File: src/rtl/vend_payout_ctrl_if.sv
// Handshake bundle between the payout controller and the vending machine hardware.
//   master : controller side (drives motor/hopper requests and status)
//   slave  : machine side (drives job request, acknowledges and stock flags)
// Signals:
//   start, vend_en, change_in[3:0]      job request, item flag, change owed (nickels)
//   motor_req / motor_ack               item motor request / dispensed acknowledge
//   hopper_dime, hopper_nickel          one-cycle coin eject pulses
//   hopper_ack                          ejected coin confirmed
//   dime_empty, nickel_empty            hopper stock empty flags
//   fault_clr                           clears a latched fault
//   busy, done, fault                   status
//   rem_out[3:0], state_cur[2:0]        remaining change and current state
interface vend_payout_ctrl_if;
    logic       start;
    logic       vend_en;
    logic [3:0] change_in;
    logic       motor_req;
    logic       motor_ack;
    logic       hopper_dime;
    logic       hopper_nickel;
    logic       hopper_ack;
    logic       dime_empty;
    logic       nickel_empty;
    logic       fault_clr;
    logic       busy;
    logic       done;
    logic       fault;
    logic [3:0] rem_out;
    logic [2:0] state_cur;

    modport master (
        input  start, vend_en, change_in, motor_ack, hopper_ack,
               dime_empty, nickel_empty, fault_clr,
        output motor_req, hopper_dime, hopper_nickel, busy, done, fault,
               rem_out, state_cur
    );

    modport slave (
        output start, vend_en, change_in, motor_ack, hopper_ack,
               dime_empty, nickel_empty, fault_clr,
        input  motor_req, hopper_dime, hopper_nickel, busy, done, fault,
               rem_out, state_cur
    );
endinterface

File: src/rtl/vend_payout_ctrl.sv
// Vending payout controller: optionally dispenses an item, then pays change owed
// using dimes where possible (nickels otherwise), one coin per PAY/WAIT round.
// Any acknowledge not seen within TIMEOUT cycles latches a fault until fault_clr.
// Ports:
//   clk  rising-edge clock
//   rst  asynchronous active-high reset
//   bus  vend_payout_ctrl_if.master handshake/status bundle
// All outputs are decoded from registers only; the coin eject pulses are
// registered, so a pulse is visible in the first WAIT cycle after the PAY
// decision.
module vend_payout_ctrl #(
    parameter int unsigned TIMEOUT = 15
) (
    input  logic                      clk,
    input  logic                      rst,
    vend_payout_ctrl_if.master        bus
);

    typedef enum logic [2:0] {
        StIdle  = 3'b000,
        StVend  = 3'b001,
        StPay   = 3'b010,
        StWait  = 3'b011,
        StDone  = 3'b100,
        StFault = 3'b101
    } state_e;

    // Last counter value before the timeout fires; ack in this cycle still wins.
    localparam logic [7:0] TmoLast = 8'(TIMEOUT - 1);

    state_e     state_q, state_d;
    logic [3:0] rem_q, rem_d;
    logic       coin_q, coin_d;     // 1 = dime in flight, 0 = nickel
    logic [7:0] tmo_q, tmo_d;
    logic       dime_q, dime_d;
    logic       nickel_q, nickel_d;
    logic [3:0] rem_new;

    always_ff @(posedge clk or posedge rst) begin
        if (rst) begin
            state_q  <= StIdle;
            rem_q    <= 4'd0;
            coin_q   <= 1'b0;
            tmo_q    <= 8'd0;
            dime_q   <= 1'b0;
            nickel_q <= 1'b0;
        end else begin
            state_q  <= state_d;
            rem_q    <= rem_d;
            coin_q   <= coin_d;
            tmo_q    <= tmo_d;
            dime_q   <= dime_d;
            nickel_q <= nickel_d;
        end
    end

    always_comb begin
        state_d  = state_q;
        rem_d    = rem_q;
        coin_d   = coin_q;
        tmo_d    = tmo_q;
        dime_d   = 1'b0;
        nickel_d = 1'b0;
        rem_new  = coin_q ? (rem_q - 4'd2) : (rem_q - 4'd1);

        case (state_q)
            StIdle: begin
                if (bus.start) begin
                    rem_d = bus.change_in;
                    if (bus.vend_en) begin
                        state_d = StVend;
                        tmo_d   = 8'd0;
                    end else if (bus.change_in != 4'd0) begin
                        state_d = StPay;
                    end else begin
                        state_d = StDone;
                    end
                end
            end
            StVend: begin
                if (bus.motor_ack) begin
                    state_d = (rem_q != 4'd0) ? StPay : StDone;
                end else if (tmo_q == TmoLast) begin
                    state_d = StFault;
                end else begin
                    tmo_d = tmo_q + 8'd1;
                end
            end
            StPay: begin
                if (rem_q == 4'd0) begin
                    state_d = StDone;
                end else if (rem_q >= 4'd2 && !bus.dime_empty) begin
                    dime_d  = 1'b1;
                    coin_d  = 1'b1;
                    tmo_d   = 8'd0;
                    state_d = StWait;
                end else if (!bus.nickel_empty) begin
                    nickel_d = 1'b1;
                    coin_d   = 1'b0;
                    tmo_d    = 8'd0;
                    state_d  = StWait;
                end else begin
                    state_d = StFault;
                end
            end
            StWait: begin
                if (bus.hopper_ack) begin
                    rem_d   = rem_new;
                    state_d = (rem_new != 4'd0) ? StPay : StDone;
                end else if (tmo_q == TmoLast) begin
                    state_d = StFault;
                end else begin
                    tmo_d = tmo_q + 8'd1;
                end
            end
            StDone: begin
                rem_d   = 4'd0;
                state_d = StIdle;
            end
            StFault: begin
                // rem is held for diagnosis until the fault is cleared
                if (bus.fault_clr) begin
                    rem_d   = 4'd0;
                    state_d = StIdle;
                end
            end
            default: begin
                state_d = StIdle;
            end
        endcase
    end

    assign bus.motor_req     = (state_q == StVend);
    assign bus.hopper_dime   = dime_q;
    assign bus.hopper_nickel = nickel_q;
    assign bus.busy          = (state_q != StIdle);
    assign bus.done          = (state_q == StDone);
    assign bus.fault         = (state_q == StFault);
    assign bus.rem_out       = rem_q;
    assign bus.state_cur     = state_q;

endmodule

File: src/flat_wrapper.sv
// flat-port wrapper written by rule: the top's interface ports become plain ports
module vend_payout_ctrl_flat 
#(
    parameter int unsigned TIMEOUT = 15
)
  (clk, rst, bus_start, bus_vend_en, bus_change_in, bus_motor_ack, bus_hopper_ack, bus_dime_empty, bus_nickel_empty, bus_fault_clr, bus_motor_req, bus_hopper_dime, bus_hopper_nickel, bus_busy, bus_done, bus_fault, bus_rem_out, bus_state_cur);
  vend_payout_ctrl_if bus_i ();
  input  logic clk;
  input  logic rst;
  input wire logic [$bits(bus_i.start)-1:0] bus_start;
  input wire logic [$bits(bus_i.vend_en)-1:0] bus_vend_en;
  input wire logic [$bits(bus_i.change_in)-1:0] bus_change_in;
  input wire logic [$bits(bus_i.motor_ack)-1:0] bus_motor_ack;
  input wire logic [$bits(bus_i.hopper_ack)-1:0] bus_hopper_ack;
  input wire logic [$bits(bus_i.dime_empty)-1:0] bus_dime_empty;
  input wire logic [$bits(bus_i.nickel_empty)-1:0] bus_nickel_empty;
  input wire logic [$bits(bus_i.fault_clr)-1:0] bus_fault_clr;
  output wire logic [$bits(bus_i.motor_req)-1:0] bus_motor_req;
  output wire logic [$bits(bus_i.hopper_dime)-1:0] bus_hopper_dime;
  output wire logic [$bits(bus_i.hopper_nickel)-1:0] bus_hopper_nickel;
  output wire logic [$bits(bus_i.busy)-1:0] bus_busy;
  output wire logic [$bits(bus_i.done)-1:0] bus_done;
  output wire logic [$bits(bus_i.fault)-1:0] bus_fault;
  output wire logic [$bits(bus_i.rem_out)-1:0] bus_rem_out;
  output wire logic [$bits(bus_i.state_cur)-1:0] bus_state_cur;
  assign bus_i.start = bus_start;
  assign bus_i.vend_en = bus_vend_en;
  assign bus_i.change_in = bus_change_in;
  assign bus_i.motor_ack = bus_motor_ack;
  assign bus_i.hopper_ack = bus_hopper_ack;
  assign bus_i.dime_empty = bus_dime_empty;
  assign bus_i.nickel_empty = bus_nickel_empty;
  assign bus_i.fault_clr = bus_fault_clr;
  assign bus_motor_req = bus_i.motor_req;
  assign bus_hopper_dime = bus_i.hopper_dime;
  assign bus_hopper_nickel = bus_i.hopper_nickel;
  assign bus_busy = bus_i.busy;
  assign bus_done = bus_i.done;
  assign bus_fault = bus_i.fault;
  assign bus_rem_out = bus_i.rem_out;
  assign bus_state_cur = bus_i.state_cur;
  vend_payout_ctrl #(.TIMEOUT(TIMEOUT)) u_core (.clk(clk), .rst(rst), .bus(bus_i));
endmodule
File: config.mk
export PLATFORM = sky130hd
export DESIGN_NAME = vend_payout_ctrl_flat
export DESIGN_NICKNAME = d
export VERILOG_FILES = /design/src/rtl/vend_payout_ctrl_if.sv /design/src/rtl/vend_payout_ctrl.sv /design/src/flat_wrapper.sv
export SDC_FILE = /design/constraint.sdc
export NUM_CORES = 1
export LEC_CHECK = 0
export CAP_MARGIN = 0
export CORE_MARGIN = 5
export CORE_UTILIZATION = 40
export CTS_BUF_LIST = sky130_fd_sc_hd__clkbuf_16
export CTS_CLUSTER_SIZE = 30
export DETAILED_ROUTE_END_ITERATION = 8
export DONT_BUFFER_PORTS = 1
export PLACE_DENSITY = 0.52
export SETUP_SLACK_MARGIN = 0.3
export SLEW_MARGIN = 25
export SYNTH_ARGS = -nofsm -noshare
export SYNTH_HDL_FRONTEND = slang
export SYNTH_SLANG_ARGS = --single-unit
File: constraint.sdc
create_clock -name clk -period 2.2 [get_ports clk]
set_input_delay 0.66 -clock clk [delete_from_list [all_inputs] [get_ports clk]]
set_output_delay 0.66 -clock clk [all_outputs]
set_load 0.1 [all_outputs]
==> qor.txt <==
Status -> finished clean
RD Place Congestion -> 0.9228
DRT Pass-1 Iters -> 4
GRT Residual Overflow -> 0
Commonest non-fill, non-tap cell in the layout -> buf_4
Cts hold-fix bufs -> 0
Die area -> 0.004391 sq mm
Fin util -> 0.5934
Ys async rst share -> 1.000
Clock root cell -> clkbuf_16
Post-synth EDFFs -> 0
Layout area overhead -> 43.08%
Crit path capture type -> output pin
Largest net degree at the start of global routing -> 19
HP Class -> in2async
Slew Limit Fails -> 0
# Max-Cap Violations -> 0
DR vias -> 1,280
Gr usage total -> 0.1805
Wire per inst -> 16.26 um
Fin crit share -> 0.9081
Initial antenna violation count -> 0
Clk_lat worst skew -> 0.25 ns
RSZ-0062 raised after global routing -> yes
Syn_nets -> 169
Crit path kind -> reg2out
Synth Instances -> 150
Initial Utilization -> 0.4148
Yosys warning count -> 0
Net count, final -> 195
First-pass GRT wire length -> 5.996 mm
Final setup viols -> 0
Rows -> 20
ANT cells -> 0
Worst-path clk slew -> 0.06 ns
Most frequent cells in the layout -> 18 x buf_4, 11 x nand2_1, 11 x dfrtp_1, 10 x nor2_1, 9 x o21ai_0
Vias in the first global route -> 1,303
Routed Antenna Nets -> 0
DP Wirelength -> 2.707 mm
Achievable Freq -> 500.6 MHz
Sequential area share after synthesis -> 0.3557
Ports -> 26
Yosys reg bits -> 18
Min Clock Period, post-route -> 1.998 ns
Via density -> 5.845
R2R cell count -> 6
Core Box Area -> 0.003053 sq mm
Ys flop type -> dfrtp_1
Share of cells above drive strength 1 -> 0.3543
Tightest Pin Transition -> 0.7432 ns
CP Launch Type -> flop
Residual DRC -> 0
Final hold violations -> 0
Port bufs -> 0
Worst rel slew slack -> 0.5040
Total CTS buffers -> 3
Final WL -> 3.560 mm
Critical path fanouts, max -> 5
Clock Skew -> 0.004901 ns
Post-synth cell types -> 48
Mapped Area -> 0.001266 sq mm
Die height -> 66.27 um
CP required -> 1.54 ns
Maximum clock path buffer count -> 2
Crit path DAT -> 1.34 ns
Initial DRC count -> 67
TritonCTS clock tree -> built
Chip Width -> 66.27 um
CTS Sinks -> 18
H-Tree Level Count -> 1
Avg Cell Area, Syn -> 8.441 sq um
## layer usage
| metal | up-vias | wire [um] | GRT usage |
|---|---|---|---|
| met5 | - | 0 | 0 |
| met3 | 5 | 319 | 0.05102 |
| met4 | 0 | 46 | 0.07360 |
| li1 | 610 | - | - |
| met1 | 598 | 1602 | 0.2304 |
| met2 | 67 | 1591 | 0.2838 |
## critical path, cell delays in order, from the launching register on
cell and delay [ns]:
dfrtp_4 0.51, nor3_4 0.24, clkinvlp_4 0.15, buf_12 0.18
## Yosys cell counts (2+ instances only)
cell type | number | area, sq um
a22oi_1 | 2 | 15.01
o31ai_1 | 2 | 15.01
a21oi_1 | 6 | 30.03
o21ai_0 | 10 | 50.05
nand2_1 | 11 | 41.29
nor2b_1 | 2 | 12.51
nor4_1 | 2 | 12.51
dfrtp_1 | 18 | 450.4
clkbuf_1 | 2 | 7.510
nand2b_1 | 4 | 25.02
o2bb2ai_1 | 2 | 17.52
or2_2 | 2 | 12.51
buf_2 | 4 | 20.02
a21o_1 | 2 | 15.01
a211oi_1 | 2 | 15.01
and2_1 | 2 | 12.51
and3_1 | 2 | 12.51
nor2_1 | 14 | 52.55
ha_1 | 6 | 75.07
a21boi_0 | 2 | 15.01
nand3_1 | 7 | 35.03
nor3_1 | 9 | 45.04
o211ai_1 | 2 | 15.01
a31oi_1 | 4 | 25.02
inv_1 | 8 | 30.03
## final cells by class
cell class	instances	area [sq um]
inverters	8	37.54
multi-input cells	118	869.6
flip-flops and latches	18	471.7
repair buffers	27	299.0
well taps	44	55.05
clock buffers	3	75.07
fillers	273	1241
clock inverters	1	3.754
## final timing paths
kind,start,endpoint,slack (ns)
min in group clk,bus_nickel_empty,u_core.bus.hopper_nickel$_DFF_PP0_,0.48
min reg2reg,u_core.tmo_q[7]$_DFFE_PP0P_,u_core.tmo_q[7]$_DFFE_PP0P_,0.49
min,rst,u_core.bus.rem_out[3]$_DFFE_PP0P_,0.42
max reg2reg,u_core.bus.state_cur[1]$_DFFE_PP0P_,u_core.tmo_q[3]$_DFFE_PP0P_,0.25
max in group asynchronous,rst,u_core.bus.state_cur[0]$_DFFE_PP0P_,1.23
max,u_core.bus.state_cur[2]$_DFFE_PP0P_,bus_busy,0.20
## cell families (layout without fill, tap and decap cells)
| family | after synthesis | in the layout | synth area share |
|---|---|---|---|
| AND/OR/NAND/NOR | 63 | 63 | 0.2579 |
| AO/OA/AOI/OAI | 45 | 45 | 0.2480 |
| flip-flops | 18 | 18 | 0.3557 |
| buffers and inverters | 14 | 39 | 0.04546 |
| adder cells (fa/ha/maj) | 6 | 6 | 0.05929 |
| XOR/XNOR | 2 | 2 | 0.01384 |
| multiplexers | 2 | 2 | 0.01976 |
## timing repair
action	4_1_cts	5_1_grt
setup buffers	9	3
pin swaps	1	5
resized for setup	4	15
setup endpoints to repair	4	13
## flip-flops by register name (all words and copies together), names as in the netlist
register                  flops
u_core.bus.state_cur          3
u_core.bus.rem_out            4
u_core.tmo_q                  8
u_core.coin_q                 1
u_core.bus.hopper_nickel      1
u_core.bus.hopper_dime        1
## per-stage QoR
| step | worst slack, ns | cell area (sq um) | cells | TNS [ns] | hold slack (ns) |
|---|---|---|---|---|---|
| 3_5_place_dp | 0.2723 | 1545 | 203 | 0 | 0.4852 |
| 3_3_place_gp | 0.3021 | 1545 | 203 | 0 | 0.4748 |
| 6_report | 0.2022 | 1812 | 219 | 0 | 0.4226 |
| 2_1_floorplan | -0.02231 | 1384 | 150 | -0.02571 | 0.4517 |
| 5_1_grt | 0.1539 | 1812 | 219 | 0 | 0.4826 |
| 4_1_cts | 0.1951 | 1730 | 216 | 0 | 0.4527 |
Power is not shown: default switching activity piles up to over one toggle a cycle in this logic, so the estimate is an artifact.
